--- config.mk ---
export PLATFORM = sky130hd
export DESIGN_NAME = aclint_harts
export DESIGN_NICKNAME = d
export VERILOG_FILES = /design/src/rtl/eei_pkg.sv /design/src/rtl/aclint_harts_mtime.sv /design/src/rtl/aclint_harts.sv
export SDC_FILE = /design/constraint.sdc
export NUM_CORES = 1
export LEC_CHECK = 0
export ABC_AREA = 1
export CORE_MARGIN = 3
export CORE_UTILIZATION = 45
export CTS_CLUSTER_DIAMETER = 80
export CTS_CLUSTER_SIZE = 28
export DETAILED_ROUTE_END_ITERATION = 12
export PLACE_DENSITY_LB_ADDON = 0.1
export SLEW_MARGIN = 5
export SYNTH_ARGS = -nofsm -noshare
export SYNTH_HDL_FRONTEND = slang
export SYNTH_SLANG_ARGS = --single-unit
--- constraint.sdc ---
create_clock -name clk -period 3.9 [get_ports clk]
set_clock_uncertainty 0.2 [all_clocks]
set_input_delay 0.78 -clock clk [delete_from_list [all_inputs] [get_ports clk]]
set_output_delay 0.78 -clock clk [all_outputs]
set_load 0.05 [all_outputs]
--- src/rtl/eei_pkg.sv ---
// Shared execution-environment constants: memory-map window of the ACLINT,
// bus widths and the byte-masked merge used by every 64-bit register.
package eei;
  localparam int XLEN              = 64;
  localparam int MEMBUS_DATA_WIDTH = 64;
  localparam int MAX_HARTS         = 64;

  typedef logic [63:0] UInt64;
  typedef logic [31:0] UInt32;

  localparam UInt64 MMAP_ACLINT_BEGIN    = 64'h0000_0000_0200_0000;
  localparam UInt64 MMAP_ACLINT_END      = MMAP_ACLINT_BEGIN + 64'h0000_0000_0000_BFFF;
  localparam UInt64 MMAP_ACLINT_MSIP     = 64'h0000_0000_0000_0000;
  localparam UInt64 MMAP_ACLINT_MTIMECMP = 64'h0000_0000_0000_4000;
  localparam UInt64 MMAP_ACLINT_MTIME    = 64'h0000_0000_0000_7FF8;
  localparam UInt64 MMAP_ACLINT_SETSSIP  = 64'h0000_0000_0000_8000;

  function automatic UInt64 apply_wmask(input UInt64 old_val, input UInt64 new_val,
                                        input logic [MEMBUS_DATA_WIDTH/8-1:0] wmask);
    UInt64 res;
    res = old_val;
    for (int b = 0; b < MEMBUS_DATA_WIDTH / 8; b++) begin
      if (wmask[b]) res[8*b +: 8] = new_val[8*b +: 8];
    end
    return res;
  endfunction
endpackage

--- src/rtl/aclint_harts_mtime.sv ---
// Shared MTIME counter with a TICK_DIV prescaler; a bus write (masked bytes)
// replaces the increment for that cycle and restarts the prescaler.
module aclint_mtime
  import eei::*;
#(
  parameter int TICK_DIV = 1
) (
  input  logic                           clk,
  input  logic                           rst,
  input  logic                           wr_en_i,
  input  UInt64                          wr_data_i,
  input  logic [MEMBUS_DATA_WIDTH/8-1:0] wr_mask_i,
  input  logic                           inc_suppress_i,
  output UInt64                          mtime_o
);
  localparam int PW = (TICK_DIV > 1) ? $clog2(TICK_DIV) : 1;
  localparam logic [PW-1:0] PRESC_LAST = PW'(TICK_DIV - 1);

  logic [PW-1:0] presc_q, presc_d;
  UInt64         mtime_q, mtime_d;

  always_comb begin
    presc_d = presc_q;
    mtime_d = mtime_q;
    if (inc_suppress_i) begin
      presc_d = '0;
    end else if (presc_q == PRESC_LAST) begin
      presc_d = '0;
      mtime_d = mtime_q + 64'd1;
    end else begin
      presc_d = presc_q + 1'b1;
    end
    // Unmasked bytes keep the old (non-incremented) value.
    if (wr_en_i) mtime_d = apply_wmask(mtime_q, wr_data_i, wr_mask_i);
  end

  always_ff @(posedge clk) begin
    if (rst) begin
      presc_q <= '0;
      mtime_q <= '0;
    end else begin
      presc_q <= presc_d;
      mtime_q <= mtime_d;
    end
  end

  assign mtime_o = mtime_q;
endmodule

--- src/rtl/aclint_harts.sv ---
// Multi-hart ACLINT: bus decode, per-hart MSIP/MTIMECMP/SETSSIP state,
// registered timer compare and a one-cycle response register.
module aclint_harts
  import eei::*;
#(
  parameter int NUM_HARTS = 1,
  parameter int TICK_DIV  = 1
) (
  input  logic                           clk,
  input  logic                           rst,
  input  logic                           bus_valid,
  output logic                           bus_ready,
  input  logic [XLEN-1:0]                bus_addr,
  input  logic                           bus_wen,
  input  logic [MEMBUS_DATA_WIDTH-1:0]   bus_wdata,
  input  logic [MEMBUS_DATA_WIDTH/8-1:0] bus_wmask,
  output logic                           bus_rvalid,
  output logic [MEMBUS_DATA_WIDTH-1:0]   bus_rdata,
  output logic [NUM_HARTS-1:0]           msip,
  output logic [NUM_HARTS-1:0]           mtip,
  output logic [NUM_HARTS-1:0]           ssip_set
);
  UInt64                beat_addr;
  logic                 in_window;
  logic                 wr_acc;
  logic                 mtime_hit;
  logic                 unused_addr_lo;
  UInt64                mtime;
  logic [NUM_HARTS-1:0] msip_hit, cmp_hit, ssip_hit;
  UInt64                cmp_val [NUM_HARTS];
  logic                 rvalid_q;
  UInt64                rdata_q, rdata_d;

  assign beat_addr      = {bus_addr[XLEN-1:3], 3'b000};
  assign unused_addr_lo = ^bus_addr[2:0];
  assign in_window      = bus_addr < (MMAP_ACLINT_END - MMAP_ACLINT_BEGIN + 64'd1);
  assign wr_acc         = bus_valid & bus_wen & in_window;
  assign mtime_hit      = in_window & (beat_addr == MMAP_ACLINT_MTIME);
  assign bus_ready      = 1'b1;

  aclint_mtime #(.TICK_DIV(TICK_DIV)) u_mtime (
    .clk            (clk),
    .rst            (rst),
    .wr_en_i        (wr_acc & mtime_hit),
    .wr_data_i      (bus_wdata),
    .wr_mask_i      (bus_wmask),
    .inc_suppress_i (wr_acc & mtime_hit),
    .mtime_o        (mtime)
  );

  genvar gi;
  generate
    for (gi = 0; gi < NUM_HARTS; gi++) begin : g_hart
      // Even harts live in the low word of a beat, odd harts in the high word.
      localparam int LANE = 32 * (gi % 2);
      localparam int MB   = 4 * (gi % 2);

      logic  lane_bit0;
      logic  msip_q, msip_d, mtip_q, ssip_q, ssip_d;
      UInt64 cmp_q, cmp_d;

      assign lane_bit0     = bus_wdata[LANE];
      assign msip_hit[gi]  = in_window & (beat_addr == MMAP_ACLINT_MSIP + UInt64'(8 * (gi / 2)));
      assign cmp_hit[gi]   = in_window & (beat_addr == MMAP_ACLINT_MTIMECMP + UInt64'(8 * gi));
      assign ssip_hit[gi]  = in_window & (beat_addr == MMAP_ACLINT_SETSSIP + UInt64'(8 * (gi / 2)));

      always_comb begin
        msip_d = msip_q;
        cmp_d  = cmp_q;
        if (wr_acc & msip_hit[gi] & bus_wmask[MB]) msip_d = lane_bit0;
        if (wr_acc & cmp_hit[gi]) cmp_d = apply_wmask(cmp_q, bus_wdata, bus_wmask);
        ssip_d = wr_acc & ssip_hit[gi] & bus_wmask[MB] & lane_bit0;
      end

      always_ff @(posedge clk) begin
        if (rst) begin
          msip_q <= 1'b0;
          cmp_q  <= '1;
          mtip_q <= 1'b0;
          ssip_q <= 1'b0;
        end else begin
          msip_q <= msip_d;
          cmp_q  <= cmp_d;
          mtip_q <= (mtime >= cmp_q);
          ssip_q <= ssip_d;
        end
      end

      assign msip[gi]     = msip_q;
      assign mtip[gi]     = mtip_q;
      assign ssip_set[gi] = ssip_q;
      assign cmp_val[gi]  = cmp_q;
    end
  endgenerate

  // Read data reflects state before any write accepted in the same cycle.
  always_comb begin
    rdata_d = '0;
    if (mtime_hit) rdata_d = mtime;
    for (int i = 0; i < NUM_HARTS; i++) begin
      if (msip_hit[i]) rdata_d[32*(i%2)] = msip[i];
      if (cmp_hit[i]) rdata_d = cmp_val[i];
    end
  end

  always_ff @(posedge clk) begin
    if (rst) begin
      rvalid_q <= 1'b0;
      rdata_q  <= '0;
    end else begin
      rvalid_q <= bus_valid;
      if (bus_valid) rdata_q <= rdata_d;
    end
  end

  assign bus_rvalid = rvalid_q;
  assign bus_rdata  = rdata_q;
endmodule

==> metrics.csv <==
stage,metric,value,unit
power,clkPwrFrac,0.418,
setup_path,critical_path.startpoint,u_mtime.mtime_o[0],
power,pwr-share-seq,0.468,
power,p_int,0.00323,W
yosys,syn_nets,2235,
route,drc,0,
cts,ctsResizeCount,0,
setup_path,critPathMaxStageDelay,0.68,ns
route,drt_iter0_drc,1224,
grt,grt_pass1_vias,13200,
yosys,synth_top_area_share,0.312,
power,peakVddDrop,0.000245,V
yosys,ys_seq_area_frac,0.312,
floorplanning,fp.coreArea,0.0273,mm2
place,dp.cells,2550,
timing,layout_setup_ws,0.833,ns
cells_and_area,final_common_cell,nand2_1,
grt,grt_util_all_layers,0.277,
setup_path,required,4.04,ns
route,via_per_inst,5.32,
run_status,status,finished clean,
route,routed_wl,42.2,mm
yosys,syn_inst,2030,
yosys,synth.largest_area_cell,dfxtp_1,
cells_and_area,instances_no_fill,2582,
route,dr.pass1.iters,6,
place,io_buffers,204,
timing,rsz0062_at_grt,no,
grt,grt_antenna_before_repair,0,
place,dpl.hpwl,32.1,mm
route,ant_nets,0,
place,pre_cts_slack,0.424,ns
timing,setup_viol,0,
timing,period_share,0.786,
timing,tns,0,ns
power,swShare,0.285,
setup_path,crit_buf_inv,1,
yosys,syn_avg_cell_area,6.22,um2
cts,worstSkewPairLatency,0.45,ns
setup_path,cp_top_family,simple AND/OR/NAND/NOR gates,
power,pwr-share-comb,0.114,
yosys,synth.distinct_cells,34,
yosys,synth_seq_cells,197,
place,gp_congestion,0.965,
floorplanning,start_util,0.463,
setup_path,path_class,flip-flop to flip-flop,
setup_path,worstReg2RegStart,u_mtime.mtime_o[0],
floorplanning,rows,60,
cells_and_area,fin_util,0.573,
cells_and_area,drive_above_1_share,0.0448,
grt,overflow,0,
cts,h-tree-depth,4,
power,p_sw,0.00129,W
yosys,synthFlopType,dfxtp_1,
yosys,synth_edf_count,0,
power,p_leak,7.23,nW
cells_and_area,nFillCells,2771,
cells_and_area,regArea,0.00394,mm2
timing,holdWs,0.258,ns
yosys,ys_top_cells_by_area,"dfxtp_1 (31%), nand2_1 (19%), nor2_1 (8.9%)",
floorplanning,dieWidth,173,um
setup_path,worstPathArrival,3.20,ns
cts,post_cts_buffers,0,
cts,cts_sinks,197,
setup_path,cp_max_fo,7,
grt,grt_pass1_wl,68.3,mm
timing,worst_pin_slew,1.15,ns
run,drv_cap,0,
cts,cts_tree,done,
cells_and_area,layout_common_cells,"nand2_1 (648), nor2_1 (300), clkdlybuf4s50_1 (202), dfxtp_1 (197), inv_1 (194)",
floorplanning,fp.dieArea,0.0301,mm2
cells_and_area,final_nets,2402,
setup_path,crit_chain,ha_1 -> nand3_1 -> inv_1 -> nand2_1 -> nor2_1 -> nand2_1 -> xor2_1 -> nand2_1 -> o21ai_0 -> nor2_1 -> nor2_1,
yosys,synth_area,0.0126,mm2
setup_path,cp_slowest_cell,nor2_1,
yosys,synth-async-reset-ratio,0,
timing,final_max_slew_viol_count,0,
route,wl_per_cell,16.3,um
setup_path,startpoint_type,flip-flop,
timing,layout_min_cycle_time,3.07,ns
cells_and_area,synthToLayoutAreaGrowth,23.7,%
power,power.density,289,mW/mm2
cts,path_clk_slew,0.08,ns
timing,max_slew_margin,0.232,
floorplanning,num_io_pins,209,
timing,finalHoldViolations,0,
yosys,ys_warn_count,0,
cts,cts_buffer_depth,2,
worst_hold_path,min_from,cmp_val[58],
timing,max_freq,0.326,GHz
route,vias,13700,
cts,root_buffer,clkbuf_16,
floorplanning,die_h,173,um
grt,grt_max_degree,74,
worst_hold_path,hp-class,flip-flop to flip-flop,
cts,cts_made_buffers,17,
cts,postCtsHoldBufs,0,
cells_and_area,multi_input_area,0.00755,mm2
cells_and_area,diodes,0,
setup_path,end_kind,flip-flop,
==> per-layer routing <==
layer,GRT usage,up-vias,share of wire
li1,-,6871,-
met1,0.372,6319,0.45
met2,0.461,490,0.46
met3,0.0453,55,0.070
met4,0.0733,0,0.019
met5,0,-,0
==> per-stage QoR <==
step           total power [W]  cell area, um2
3_5_place_dp           0.00267           15000
3_3_place_gp           0.00266           15000
2_1_floorplan          0.00242           12600
5_1_grt                0.00468           15600
6_report               0.00451           15600
4_1_cts                0.00453           15600
==> Yosys cell counts, types with 3 or more instances <==
cell      number
clkbuf_1      57
nand2_1      649
buf_4          5
inv_1        195
buf_2         22
xor2_1        43
o22ai_1       61
ha_1          65
nor3_1         8
nand2_2        6
o211ai_1      19
dfxtp_1      197
and2_1         3
nor2_1       300
o21a_1         3
nand4_2        7
o21ai_0       44
a21oi_1      104
o211ai_2       7
nand3_1      179
nand4_1       31
inv_2          6
nor2_4         4
==> tightest hold or removal path: stages (launching register included) <==
cell and delay, ns:
dfxtp_1 0.33, nand2_1 0.05, nand3_1 0.05
==> registers in the layout, summed over array words and instances, names as in the netlist <==
| register | cells |
|---|---|
| bus_rdata | 64 |
| cmp_val | 64 |
| u_mtime.mtime_o | 64 |
| bus_rvalid | 1 |
| msip | 1 |
| mtip | 1 |
| ssip_set | 1 |
| u_mtime.presc_q | 1 |
==> final timing paths <==
| path | endpoint | slack (ns) | cells past startpoint |
|---|---|---|---|
| max | u_mtime.mtime_o[32] | 0.83 | 11 |
| min | cmp_val[58] | 0.26 | 2 |
| max reg2reg | u_mtime.mtime_o[32] | 0.83 | 11 |
| min reg2reg | cmp_val[58] | 0.26 | 2 |
==> power groups by stage <==
stage / clock (W) / combinational (W) / sequential (W)
after global routing: 0.00199 / 0.000577 / 0.00212
after CTS: 0.00191 / 0.000514 / 0.00211
final: 0.00189 / 0.000516 / 0.00211
after detailed placement: 0 / 0.000510 / 0.00216
after floorplan: 0 / 0.000281 / 0.00214
after global placement: 0 / 0.000500 / 0.00216
==> final cells by class <==
cell class / count / share of cell area
Multi-Input combinational cell: 1546 / 0.483
Sequential cell: 197 / 0.253
Timing Repair Buffer: 233 / 0.146
Inverter: 202 / 0.0486
Tap cell: 372 / 0.0298
Clock buffer: 18 / 0.0281
Clock inverter: 14 / 0.0111
==> logic make-up (layout without fill, tap and decap cells) <==
kind of cell	Yosys count	count (layout)	share of synthesized area
and+or+nand+nor	1195	1195	0.392
xor gates and xnor gates	44	44	0.0305
adders and majority gates	65	65	0.0644
other	2	2	0.000595
AOI/OAI and AO/OA	240	240	0.110
DFF	197	197	0.312
buffers and inverters	287	467	0.0896
Power figures use the tool's default switching activity.
==> edit (same flow settings) <==
`NUM_HARTS`: 1 -> 2.
--- a/src/rtl/aclint_harts.sv
+++ b/src/rtl/aclint_harts.sv
@@ -5,3 +5,3 @@
 #(
-  parameter int NUM_HARTS = 1,
+  parameter int NUM_HARTS = 2,
   parameter int TICK_DIV  = 1
Interface: changed (resized msip, mtip and ssip_set); port bits go from 209 to 212. The function was not compared with the original's and may differ.
==> edit against the original RTL <==
  * Total power grew 21%
  * Via count rose by 28%
  * Cell area is 31% higher
  * Highest routed layer unchanged
  * Die area grew 37%
  * Combinational power is 2% lower
  * Setup slack improved by 0.022 ns
  * Largest cell class unchanged
  * Wire length increased by 36%
  * Sequential power increased by 32%
  * Global-route usage decreased by 0.29 points
  * Sequential cell count is 67 higher
  * Synthesized area up 39%
  * Sequential share of layout area rose by 0.56 points
  * Count of clock-buffer cells in the layout is 5 higher
==> edit: results (changes against the original RTL) <==
| Metric | Value |
|---|---|
| Hold EP | `bus_rdata[58]` |
| P_leak | `10.4 nW (+44%)` |
| R2R setup slack | `0.89 ns (+0.06 ns)` |
| Vias in the first global route | `17200 (+31%)` |
| Placement Setup Slack | `0.326 ns (-0.0981 ns)` |
| CP arrival | `3.28 ns (+0.08 ns)` |
| Clk Latency, worst-skew pair | `0.53 ns (+0.08 ns)` |
| Worst R2R End | `u_mtime.mtime_o[60]` |
| Placed Cells | `3351 (+31%)` |
| CTS max path bufs | `3 (+1)` |
| Post-synth top cells | `971 x nand2_1, 301 x nor2_1, 278 x inv_1, 264 x dfxtp_1, 151 x a21oi_1` |
| Global-route wire length before repair | `91900 um (+35%)` |
| Top cells by area, synth | `dfxtp_1 30%, nand2_1 21%, ha_1 9.2%` |
| Worst R2R Path Depth | `14 (+3)` |
| Post-synthesis net count | `2980 (+33%)` |
| Met3 Use GR | `2.89% (-1.6 points)` |
| VDD IR max | `0.262 mV (+7.2%)` |
| Detailed-route via count | `17500 (+28%)` |
| Crit path max fanout | `17 (+10)` |
| DR vias/cell | `5.19 (-2.5%)` |
| Status | `finished clean` |
| GR Util All Layers | `27.4% (-0.29 points)` |
| DP Wirelength | `44100 um (+37%)` |
| DRT Pass-1 Iters | `5 (-1)` |
| M1 GR Usage | `35.7% (-1.5 points)` |
| Largest net degree at the start of global routing | `90 (+22%)` |
| GRT met2 Usage | `48.6% (+2.5 points)` |
| Max transition margin | `24.1% (+0.95 points)` |
| H-Tree Depth | `1 (-3)` |
| Avg Inst Size Synth | `6.46 sq um (+3.8%)` |
| Nets | `3129 (+30%)` |
| IO buf count | `207 (+1.5%)` |
| Crit path launch | `bus_addr[37]` |
[edit: where the power goes]
| group | internal, mW | switching (mW) | total, mW |
|---|---|---|---|
| Clock | 1.08 | 1.07 | 2.15 |
| Sequential | 2.72 | 0.0657 | 2.79 |
| Combinational | 0.219 | 0.285 | 0.504 |
| Total | 4.02 | 1.42 | 5.45 |
[edit: per-stage QoR]
step / hold slack, ns / instance area [sq um] / power (mW)
finish: 0.267 / 20500 / 5.45
global route: 0.292 / 20500 / 5.67
CTS: 0.268 / 20500 / 5.51
detailed placement: 0.255 / 19800 / 3.35
global placement: 0.252 / 19800 / 3.34
floorplan: 0.246 / 17500 / 3.08
[edit: final cells by class]
cell class	count	area, sq um
Clock buffer	23	500
Clock inverter	8	134
Fill cell	3914	17500
Inverter	284	1070
Multi-Input combinational cell	2058	10500
Sequential cell	264	5290
Tap cell	511	639
Timing Repair Buffer	234	2330
[edit: critical path: stages]
cell and delay, ns:
clkdlybuf4s50_1 0.40, nor2_1 0.21, inv_1 0.06, nor2_1 0.10
nand2_1 0.07, nor2_2 0.32, nand2_2 0.19, nor2_8 0.31
buf_12 0.20, nand2_1 0.21, nand2_2 0.23, nand2_1 0.08
a21oi_1 0.11
[edit: cell families (layout without fill, tap and decap cells)]
family	Yosys count	after routing	synth area share, %
flip-flops	264	264	30.2
buffers and inverters	389	549	9.70
AND/OR/NAND/NOR	1530	1530	36.1
other	2	2	0.0429
XOR/XNOR	31	31	1.55
AO/OA/AOI/OAI	366	366	13.2
adder cells (fa/ha/maj)	129	129	9.22
[edit: per-layer routing]
| metal | share of wire [%] | up-vias |
|---|---|---|
| li1 | - | 9000 |
| met1 | 45 | 8112 |
| met2 | 48 | 352 |
| met3 | 3.9 | 83 |
| met4 | 2.7 | 0 |
| met5 | 0 | - |
